$ cat src/rtl/host_pkt_filter_module.sv
// host_pkt_filter_module
//   Host-rx mapped-packet filter. Collects META_CYC leading metadata words of
//   each packet into a shift register. When the check field (low CHK_W bits
//   of the metadata) is all zero the metadata is stripped, the ctrl field
//   (top CTRL_W bits) is presented on ov_ctrl_data and the payload is
//   forwarded with one cycle of latency. Otherwise the packet is discarded.
//   A tail flag inside the metadata aborts the packet.
//
// Optional feature macro: PKT_FILTER_STAT_EN
//   defined     : pass / discard / error statistics counters implemented
//   not defined : counters removed, ov_*_cnt tied to zero
//
// Ports
//   i_clk, i_rst_n   clock, asynchronous active-low reset
//   iv_data          input word, bit DW = tail flag
//   i_data_wr        input word valid (gaps allowed)
//   ov_data          output word, bit DW set on first payload word and tail
//   o_data_wr        output word valid
//   ov_ctrl_data     ctrl field of the packet being forwarded
//   ov_state         FSM state (debug)
//   ov_pass_cnt      packets forwarded
//   ov_disc_cnt      packets discarded (check field non-zero)
//   ov_err_cnt       packets aborted (tail inside metadata)

module host_pkt_filter_module #(
  parameter int DW       = 8,
  parameter int META_CYC = 8,
  parameter int CTRL_W   = 19,
  parameter int CHK_W    = 45,
  parameter int CNT_W    = 16
) (
  input  logic              i_clk,
  input  logic              i_rst_n,
  input  logic [DW:0]       iv_data,
  input  logic              i_data_wr,
  output logic [DW:0]       ov_data,
  output logic              o_data_wr,
  output logic [CTRL_W-1:0] ov_ctrl_data,
  output logic [2:0]        ov_state,
  output logic [CNT_W-1:0]  ov_pass_cnt,
  output logic [CNT_W-1:0]  ov_disc_cnt,
  output logic [CNT_W-1:0]  ov_err_cnt
);

  localparam int MW = META_CYC * DW;
  localparam int CW = $clog2(META_CYC + 1);

  localparam logic [2:0] S_IDLE  = 3'd0;
  localparam logic [2:0] S_META  = 3'd1;
  localparam logic [2:0] S_FIRST = 3'd2;
  localparam logic [2:0] S_TRANS = 3'd3;
  localparam logic [2:0] S_DISC  = 3'd4;

  // True when the check field of a metadata image is all zero.
  function automatic logic chk_zero(input logic [MW-1:0] meta);
    return (meta[CHK_W-1:0] == {CHK_W{1'b0}});
  endfunction

  logic [2:0]        state_r,  state_s;
  logic [MW-1:0]     meta_r,   meta_s;
  logic [CW-1:0]     cnt_r,    cnt_s;
  logic [DW:0]       data_r,   data_s;
  logic              wr_r,     wr_s;
  logic [CTRL_W-1:0] ctrl_r,   ctrl_s;

  logic [MW-1:0]     meta_shift_s;
  logic [CW-1:0]     cnt_inc_s;
  logic              tail_s;

  assign meta_shift_s = {meta_r[MW-DW-1:0], iv_data[DW-1:0]};
  assign cnt_inc_s    = cnt_r + CW'(1);
  assign tail_s       = iv_data[DW];

  // Next-state, metadata collection and output word selection.
  // In DISC, cnt is reused as a "first payload word seen" marker.
  always_comb begin
    state_s = state_r;
    meta_s  = meta_r;
    cnt_s   = cnt_r;
    data_s  = data_r;
    wr_s    = 1'b0;
    ctrl_s  = ctrl_r;
    case (state_r)
      S_IDLE: begin
        if (i_data_wr && !tail_s) begin
          meta_s  = meta_shift_s;
          cnt_s   = CW'(1);
          state_s = S_META;
        end else begin
          state_s = S_IDLE;
        end
      end
      S_META: begin
        if (i_data_wr) begin
          if (tail_s) begin
            cnt_s   = CW'(0);
            state_s = S_IDLE;
          end else begin
            meta_s = meta_shift_s;
            if (cnt_inc_s == CW'(META_CYC)) begin
              cnt_s   = CW'(0);
              state_s = chk_zero(meta_shift_s) ? S_FIRST : S_DISC;
            end else begin
              cnt_s = cnt_inc_s;
            end
          end
        end else begin
          state_s = S_META;
        end
      end
      S_FIRST: begin
        if (i_data_wr) begin
          data_s  = {1'b1, iv_data[DW-1:0]};
          wr_s    = 1'b1;
          ctrl_s  = meta_r[MW-1 -: CTRL_W];
          state_s = tail_s ? S_IDLE : S_TRANS;
        end else begin
          state_s = S_FIRST;
        end
      end
      S_TRANS: begin
        if (i_data_wr) begin
          data_s  = iv_data;
          wr_s    = 1'b1;
          state_s = tail_s ? S_IDLE : S_TRANS;
        end else begin
          state_s = S_TRANS;
        end
      end
      S_DISC: begin
        if (i_data_wr) begin
          if (tail_s) begin
            cnt_s   = CW'(0);
            state_s = S_IDLE;
          end else begin
            cnt_s = CW'(1);
          end
        end else begin
          state_s = S_DISC;
        end
      end
      default: begin
        state_s = S_IDLE;
        cnt_s   = CW'(0);
        data_s  = {(DW+1){1'b0}};
        ctrl_s  = {CTRL_W{1'b0}};
      end
    endcase
  end

  // State, metadata and registered output words.
  always_ff @(posedge i_clk or negedge i_rst_n) begin
    if (!i_rst_n) begin
      state_r <= S_IDLE;
      meta_r  <= {MW{1'b0}};
      cnt_r   <= CW'(0);
      data_r  <= {(DW+1){1'b0}};
      wr_r    <= 1'b0;
      ctrl_r  <= {CTRL_W{1'b0}};
    end else begin
      state_r <= state_s;
      meta_r  <= meta_s;
      cnt_r   <= cnt_s;
      data_r  <= data_s;
      wr_r    <= wr_s;
      ctrl_r  <= ctrl_s;
    end
  end

  assign ov_data      = data_r;
  assign o_data_wr    = wr_r;
  assign ov_ctrl_data = ctrl_r;
  assign ov_state     = state_r;

`ifdef PKT_FILTER_STAT_EN
  logic [CNT_W-1:0] pass_cnt_r, disc_cnt_r, err_cnt_r;
  logic             pass_inc_s, disc_inc_s, err_inc_s;

  // Exactly one of these fires once per packet: pass on the first payload
  // word, discard on the first dropped payload word, error on a tail that
  // arrives before the metadata is complete.
  always_comb begin
    pass_inc_s = i_data_wr && (state_r == S_FIRST);
    disc_inc_s = i_data_wr && (state_r == S_DISC) && (cnt_r == CW'(0));
    err_inc_s  = i_data_wr && tail_s &&
                 ((state_r == S_IDLE) || (state_r == S_META));
  end

  // Statistics counters, free-running wrap.
  always_ff @(posedge i_clk or negedge i_rst_n) begin
    if (!i_rst_n) begin
      pass_cnt_r <= {CNT_W{1'b0}};
      disc_cnt_r <= {CNT_W{1'b0}};
      err_cnt_r  <= {CNT_W{1'b0}};
    end else begin
      if (pass_inc_s) pass_cnt_r <= pass_cnt_r + CNT_W'(1);
      else            pass_cnt_r <= pass_cnt_r;
      if (disc_inc_s) disc_cnt_r <= disc_cnt_r + CNT_W'(1);
      else            disc_cnt_r <= disc_cnt_r;
      if (err_inc_s)  err_cnt_r  <= err_cnt_r + CNT_W'(1);
      else            err_cnt_r  <= err_cnt_r;
    end
  end

  assign ov_pass_cnt = pass_cnt_r;
  assign ov_disc_cnt = disc_cnt_r;
  assign ov_err_cnt  = err_cnt_r;
`else
  assign ov_pass_cnt = {CNT_W{1'b0}};
  assign ov_disc_cnt = {CNT_W{1'b0}};
  assign ov_err_cnt  = {CNT_W{1'b0}};
`endif

endmodule

$ cat config.mk
export PLATFORM = sky130hd
export DESIGN_NAME = host_pkt_filter_module
export DESIGN_NICKNAME = d
export VERILOG_FILES = /design/src/rtl/host_pkt_filter_module.sv
export SDC_FILE = /design/constraint.sdc
export NUM_CORES = 1
export LEC_CHECK = 0
export CAP_MARGIN = 20
export CORE_MARGIN = 3
export CORE_UTILIZATION = 55
export CTS_BUF_LIST = sky130_fd_sc_hd__clkbuf_8 sky130_fd_sc_hd__clkbuf_16
export DETAILED_ROUTE_END_ITERATION = 6
export PLACE_DENSITY = 0.85
export REMOVE_ABC_BUFFERS = 1
export SLEW_MARGIN = 20
export SYNTH_ARGS = -nofsm -noshare
export SYNTH_HDL_FRONTEND = slang
export SYNTH_SLANG_ARGS = --single-unit
$ cat constraint.sdc
create_clock -name i_clk -period 4.3 [get_ports i_clk]
set_input_delay 0.43 -clock i_clk [delete_from_list [all_inputs] [get_ports i_clk]]
set_output_delay 0.43 -clock i_clk [all_outputs]
set_load 0.03 [all_outputs]
== Word level (Yosys, flattened, before mapping) ==
Cells that the tools add are included.

* Output and inout bits: 80
* Flip-flop bits (word level): 100
* Input bits: 12
* Logic and storage cells: 65

* Bitwise logic cells: 3
* Add/subtract/negate cells: 1
* Reduce and logical (&&, ||, !) cells: 13
* Muxes and demuxes: 29
* Equality and inequality tests: 13

{| class="wikitable"
|+ Operators with widths
! kind !! count
|-
| 64-bit two-way mux || 3
|-
| 64-bit one-hot mux with 2 select lines || 1
|-
| 45-bit logical NOT || 1
|-
| 19-bit one-hot mux with 2 select lines || 1
|-
| 9-bit one-hot mux with 3 select lines || 1
|-
| 4-bit two-way mux || 5
|-
| 19-bit two-way mux || 1
|-
| 3-bit two-way mux || 6
|-
| 9-bit two-way mux || 2
|-
| 4-bit one-hot mux with 4 select lines || 1
|-
| 3-bit one-hot mux with 5 select lines || 1
|-
| 2-bit != test, second input constant || 6
|-
| 4-bit AND reduction || 2
|-
| 3-bit by 2-bit == test with 1-bit output, second input constant || 2
|-
| 2-bit two-way mux || 3
|-
| 4-bit by 1-bit adder with 4-bit output, second input constant || 1
|-
| 4-bit == test, second input constant || 1
|-
| 1-bit two-way mux || 4
|-
| 4-bit != test, second input constant || 1
|-
| 2-bit AND reduction || 2
|-
| 4-bit OR reduction || 1
|-
| 3-bit by 1-bit == test with 1-bit output, second input constant || 1
|-
| 3-bit == test, second input constant || 1
|-
| 3-bit logical NOT || 1
|-
| other kinds (8) || 10
|}

== Depth between registers and ports, before layout ==
Gate-level depths: netlist (run 1).

* Word-level depth: 6
* Mapped depth: 6

== Worst setup path before layout (run 1) ==
No wires, ideal clock.

* Path type: reg-to-reg
* Start point: register state_r[2], in the netlist ov_state[2]
* End point: register meta_r[4]
* Buffers on the path: 2
* Data arrival time: 1.656 ns
* Path slack: 2.519 ns
* Stages on the path, launching flop included: 5
* Data required time: 4.175 ns
* Setup time: 0.125 ns
* Cells stage by stage: dfrtp_1 buf_4 nor3_4 buf_6 mux2_2

* Longest elaborated chain between the ends: 3
* Elaborated cells on any way between the ends: 8
* Classes of those cells: eq/ne (4); mux (1); reduce/logical (3)

{| class="wikitable"
|+ RTL lines
! element !! line !! source
|-
| start, declared || 59 || <nowiki>logic [2:0] state_r, state_s;</nowiki>
|-
| start signal, assigned || 161 || <nowiki>state_r <= state_s;</nowiki>
|-
| 3-bit by 1-bit == test with 1-bit output or 3-bit logical NOT (tied branches) || 83 || <nowiki>case (state_r)</nowiki>
|-
| 2-bit != test (no line) or 2-bit nonzero test (tied branches) || -- ||
|-
| 4-bit AND reduction (no line) || -- ||
|-
| end signal, assigned || 155 || <nowiki>meta_r <= {MW{1'b0}};</nowiki>
|-
| end signal, assigned || 162 || <nowiki>meta_r <= meta_s;</nowiki>
|-
| end, declared || 60 || <nowiki>logic [MW-1:0] meta_r, meta_s;</nowiki>
|}

Parallel ways exist; a longest one is shown, timed or not.
A chain may end at the register's enable or synchronous reset.

== Final worst setup path (run 1) ==
* Start point: input port i_data_wr
* End point: register meta_r[31]

* Longest elaborated chain between the ends: 3
* Elaborated cells on any way between the ends: 4
* Classes of those cells: eq/ne (2); reduce/logical (2)

{| class="wikitable"
|+ RTL lines
! element !! line !! source
|-
| start, declared || 35 || <nowiki>input logic i_data_wr,</nowiki>
|-
| 1-bit logical AND || 85 || <nowiki>if (i_data_wr && !tail_s) begin</nowiki>
|-
| 2-bit != test (no line) || -- ||
|-
| 4-bit AND reduction (no line) (*) || -- ||
|}

Every way passes the cells marked *; elsewhere a longest branch is shown, timed or not.

==> impl_metrics.tcl, run 1 <==
set metrics [dict create \
    run_status "finished, final reports clean" \
    globalRoute.busiestLayer "met2" \
    finalWorstPathRequiredPeriod_ns 2.39 \
    numCtsBuffers 9 \
    grt_setup_unrepaired "no" \
    synth_warnings 0 \
    ctsResizeCount 0 \
    global_route.usage.total_pct 17.0 \
    cts_tree "yes" \
    worst_r2r_startpoint "ov_state[2]" \
    met2_track_usage_gr_pct 27.5 \
    startpoint_type "input port" \
    area_delta_synth_final_pct 11.0 \
    net-switching-power_uw 686 \
    grt_use_met1_pct 22.6 \
    number_of_clock_sinks_seen_by_cts 100 \
    final_min_period_over_clock_period_pct 55.5 \
    cp-startpoint "i_data_wr" \
    clock_latency_ns 0.35 \
    post_synth_inst_count 366 \
    grt_pass1_wl_microns 12100 \
    hold_viol_final 0 \
    grt_use_met3_pct 3.41 \
    tightestPinTransition_ns 0.791 \
    post_cts_buffers 0 \
    share_seq_of_total_power_pct 57.2 \
    netlist.top_cell.by_area "dfrtp_1" \
    arrival_ns 2.63 \
    share_comb_of_total_power_pct 17.4 \
    antenna_found_initial 0 \
    ant_nets 0 \
    yosys_register_bits 100 \
    final_common_cell "dfrtp_1" \
    maxSlewViolCount 0 \
    clock_skew_ns 0.00872 \
    crit_end_element "register" \
    die_height_microns 96.5 \
    internal_power_uw 1700 \
    headroom_to_the_max_slew_limit_pct 47.3 \
    filler_cell_count 598 \
    first_iter_violations 136 \
    pwr-share-clk_pct 25.3 \
    root_buffer "clkbuf_8" \
    ctsHoldBuffers 0 \
    ioPinCount 92 \
    routed_wire_length_per_instance_microns 14.4 \
    synthesis.area_sq_um 4510 \
    floorplan.rows 32 \
    post_drt_via_cell_ratio 5.18 \
    reg_clk_slew_reported_paths_ns 0.10 \
    cellPowerDensity_nw_per_um2 477 \
    h-tree-depth 3 \
    setup.worst_path.end "meta_r[31]" \
    via_total_after_detailed_routing 2664 \
    first_pass_iters 4 \
    num-nets-final 421 \
    grt_pass1_vias 2487 \
    clock_tree.buffer_depth 2 \
    p_sw_share_pct 28.7 \
    r2r_end "meta_r[31]" \
    pin_count_of_the_biggest_net_entering_global_routing 65 \
    port_buffers 43 \
    fmax_mhz 419 \
    p_leak_uw 0.00214 \
    critical_path.max_fanout 64 \
    timing.final.setup_violations 0 \
    worst-r2r-setup-slack_ns 2.24 \
    antenna-diode-count 0 \
    finalCoreUtilization_pct 63.8 \
    effective_utilization_at_floorplan_pct 57.4 \
    hold_class "input port to async pin" \
    hpwl_microns 5180 \
    worst_reg_to_reg_cells 3 \
    synth_cell_type_count 45 \
    timing_worst_setup_path_type "input port to register" \
    most-common-layout-cells "dfrtp_1 (100), mux2_2 (59), conb_1 (48)" \
    yosys.area.top_type_share_pct 55.5 \
    grt-ovfl-total 0 \
    fp.coreArea_sq_um 7850 \
    drive_above_1_share_pct 22.1 \
    ir_drop_v 0.000239 \
    total_drc_errors_in_the_routed_layout 0 \
    place.gp.congestion 0.792 \
    final.setup.tns_ns 0 \
    wirelength_microns 7430 \
    critPathRequiredTime_ns 4.54 \
    postSynthAreaPerCell_sq_um 12.3 \
    die_width_microns 96.5 \
    synth_top_cells_by_area "dfrtp_1 (56%), mux2_2 (15%), buf_4 (8.3%)" \
    drv_cap 0 \
    share_of_the_yosys_chip_area_belonging_to_registers_pct 55.5 \
    die_area_sq_um 9320 \
]
==> routing by layer <==
layer	part of all wire [%]	wire [microns]
met5	0	0
met4	1.3	97
met1	43	3230
met2	50	3680
met3	5.7	426
==> final cells by class <==
type / count / area [sq um] / share of cell area (%)
flip-flops and latches: 100 / 2500 / 50.0
multi-input cells: 247 / 1700 / 34.1
repair buffers: 46 / 450 / 9.00
clock buffers: 10 / 138 / 2.75
well taps: 102 / 128 / 2.55
clock inverters: 6 / 70.1 / 1.40
inverters: 3 / 11.3 / 0.225
==> critical path, stage by stage <==
cell and delay [ns]:
clkdlybuf4s50_1 0.75, nand2b_1 0.20, nor3_4 0.14, buf_4 0.66
mux2_2 0.42
==> registers in the layout (all words and copies together), names as in the netlist <==
signal,flops
cnt_r,4
meta_r,64
o_data_wr,1
ov_ctrl_data,19
ov_data,9
ov_state,3
==> kinds of logic (layout without fill, tap and decap cells) <==
group	count (synthesis)	in the layout	synth area share, %
compound gates	47	47	6.91
xor+xnor	1	1	0.194
fa+ha+maj	2	2	0.555
buf+inv	66	65	10.9
flops	100	100	55.5
mux	64	64	16.0
other cells	1	48	0.0832
simple gates	85	85	9.86
==> how the worst min path moves through the flow <==
stage / start / endpoint / slack (ns) / depth (start not counted)
after floorplan: i_rst_n / cnt_r[0] / 0.13 / 0
after global placement: ov_ctrl_data[15] / ov_ctrl_data[15] / 0.46 / 2
after detailed placement: ov_ctrl_data[9] / ov_ctrl_data[9] / 0.47 / 2
after CTS: i_rst_n / ov_ctrl_data[17] / 0.13 / 1
after global routing: i_rst_n / ov_ctrl_data[17] / 0.15 / 1
final: i_rst_n / ov_ctrl_data[17] / 0.12 / 1
==> power by group through the flow <==
stage          registers [uW]  logic [uW]  clock network [uW]
2_1_floorplan            1330         328                   0
3_3_place_gp             1360         395                   0
3_5_place_dp             1390         418                   0
4_1_cts                  1370         422                 625
5_1_grt                  1400         457                 660
6_report                 1370         416                 605
==> cells in the mapped netlist (all sizes together) <==
cell type    n
a21bo        1
a21oi        6
a22o         7
a22oi        1
a311oi       1
a31o         1
a32o         4
and2b        2
and3         1
buf         59
clkbuf       4
conb         1
dfrtp      100
ha           2
inv          3
mux2        64
nand2       44
nand2b       4
nand3        4
nand3b       1
nand4        4
nor2         4
nor2b        1
nor3         6
nor4        10
nor4bb       1
o21a         1
o21ai       20
o22ai        2
o31ai        1
o32ai        1
o41ai        1
or2          2
or4          1
xnor2        1
==> per-stage QoR <==
stage	instance area [sq um]	cells	hold WS [ns]	setup WS, ns	total power [uW]
floorplan	4200	350	0.134	1.47	1650
global placement	4790	498	0.464	1.67	1760
detailed placement	4790	498	0.473	1.60	1800
CTS	5000	514	0.125	1.96	2420
global route	5000	514	0.154	1.78	2520
finish	5000	514	0.120	1.91	2390
Power figures use the tool's default switching activity.
==> inputs of run 2 (changes only) <==
Settings changed: CORE_UTILIZATION 55 to 46, PLACE_DENSITY 0.85 to 0.76.
Clock period 4.3 ns to 2.1 ns, I/O delays scaled along.
==> impl_metrics.tcl, run 2 (synthesis results as in run 1) <==
set metrics [dict create \
    wirelength_microns 7640 \
    grt_pass1_vias 2688 \
    floorplan.rows 35 \
    ioPinCount 92 \
    dp_cells 535 \
    critical-path-max-stage-delay_ns 0.76 \
    die_width_microns 105 \
    finalWorstPathRequiredPeriod_ns 1.99 \
    post_drt_via_cell_ratio 4.96 \
    area_delta_synth_final_pct 15.1 \
    setup_slack_ns 0.114 \
    total_drc_errors_in_the_routed_layout 0 \
    drive_above_1_share_pct 23.4 \
    most-common-layout-cells "dfrtp_1 (100), mux2_2 (59), conb_1 (48)" \
    cts_tree "yes" \
    run_status "finished, final reports clean" \
    first_iter_violations 127 \
    crit_chain "clkdlybuf4s50_1" \
    timing.final.setup_violations 0 \
    p_leak_uw 0.00224 \
    final_common_cell "dfrtp_1" \
    hpwl_microns 5410 \
    crit_path_top_delay_cell "clkdlybuf4s50_1" \
    clock_latency_ns 0.35 \
    post_cts_buffers 0 \
    power_uw 4980 \
    antenna_found_initial 0 \
    place.gp.congestion 0.762 \
    die_area_sq_um 11000 \
    grt-ovfl-total 0 \
    numCtsBuffers 9 \
    crit_end_element "output port" \
    port_buffers 43 \
    final-instance-count-excl-fill 552 \
    timing_worst_setup_path_type "register to output port" \
    worst_path_dominant_cell_family "buffers and inverters" \
    maxSlewViolCount 0 \
    first_pass_iters 4 \
    die_height_microns 105 \
    fp.coreArea_sq_um 9370 \
    num-nets-final 432 \
    pin_count_of_the_biggest_net_entering_global_routing 47 \
    tightestPinTransition_ns 0.672 \
    cellPowerDensity_nw_per_um2 960 \
    antenna-diode-count 0 \
    hold_ws_ns 0.383 \
    hold_viol_final 0 \
    crit_buf_inv 1 \
    largest_register_by_flop_count "meta_r" \
    h-tree-depth 3 \
    worst-r2r-setup-slack_ns 0.20 \
    effective_utilization_at_floorplan_pct 48.1 \
    critPathRequiredTime_ns 1.89 \
    ant_nets 0 \
    grt_pass1_wl_microns 13400 \
    grt_setup_unrepaired "no" \
    finalCoreUtilization_pct 55.4 \
    fmax_mhz 504 \
    pre_cts_ws_ns 0.0919 \
    critical_path.max_fanout 11 \
    number_of_clock_sinks_seen_by_cts 100 \
    global_route.usage.total_pct 14.7 \
    drv_cap 0 \
    largest_register_ffs 64 \
    routed_wire_length_per_instance_microns 13.8 \
    clock_skew_ns 0.0167 \
    root_buffer "clkbuf_8" \
    headroom_to_the_max_slew_limit_pct 55.2 \
    clock_tree.buffer_depth 2 \
    startpoint_type "register" \
    final_min_period_over_clock_period_pct 94.6 \
    ir_drop_v 0.000471 \
    reg_clk_slew_reported_paths_ns 0.10 \
    hold_class "input port to async pin" \
    arrival_ns 1.78 \
    via_total_after_detailed_routing 2736 \
]
-- run 2: cell types whose count changed in the layout (fill, tap and decap cells not counted), sizes merged --
cell and change:
buf +10, bufinv +1, clkinv +1, clkinvlp -2
dlygate4sd3 +1
-- run 2: per-stage QoR --
step,setup TNS [ns],instance area (sq um)
after floorplan,-54.66,4200
after global placement,0,4960
after detailed placement,0,4960
after CTS,0,5190
after global routing,0,5190
final,0,5190
-- run 2: repair_timing --
action | CTS | global route
hold buffers | 1 | 0
endpoints found under the hold margin | 43 | 0
resized for setup | 0 | 0
-- run 2: cell type report --
class,instances,area (sq um)
clock buffers,10,138
clock inverters,6,80.1
fillers,792,4180
inverters,3,11.3
multi-input cells,247,1700
flip-flops and latches,100,2500
well taps,129,161
repair buffers,57,598
-- run 2: where the power goes --
group / leakage, uW / switching [uW] / internal (uW) / total, uW
clock: 0.000115 / 609 / 694 / 1300
combinational: 0.000871 / 392 / 490 / 882
sequential: 0.00126 / 368 / 2430 / 2790
total: 0.00224 / 1370 / 3610 / 4980
-- run 2: path summary, 6_finish.rpt --
kind | startpoint | endpoint | depth (start not counted)
max | ov_state[2] | ov_state[2] | 1
min | i_rst_n | ov_ctrl_data[8] | 2
max reg2reg | cnt_r[0] | cnt_r[1] | 4
min reg2reg | ov_ctrl_data[7] | ov_ctrl_data[7] | 2
max in group asynchronous | i_rst_n | ov_data[4] | 3
min in group i_clk | ov_ctrl_data[7] | ov_ctrl_data[7] | 2
-- run 2: worst reg2reg max path, delay by kind of cell (launching register included) --
family,cells,cell delay (ns)
flip-flops,1,0.49
AND/OR/NAND/NOR,2,0.73
adder cells (fa/ha/maj),1,0.29
AO/OA/AOI/OAI,1,0.30
-- run 2: layer usage --
layer | wire [microns] | up-vias | global-route usage, %
met1 | 3630 | 1346 | 20.6
met4 | 54 | 0 | 5.53
met5 | 0 | - | 0
li1 | - | 1293 | -
met3 | 407 | 4 | 2.22
met2 | 3550 | 93 | 23.2
==> inputs of run 3 (changes only) <==
Settings changed: GPL_ROUTABILITY_DRIVEN from default to 0.
==> results of run 3 <==
No change in the layout: final DEF, timing and power equal those of run 2.
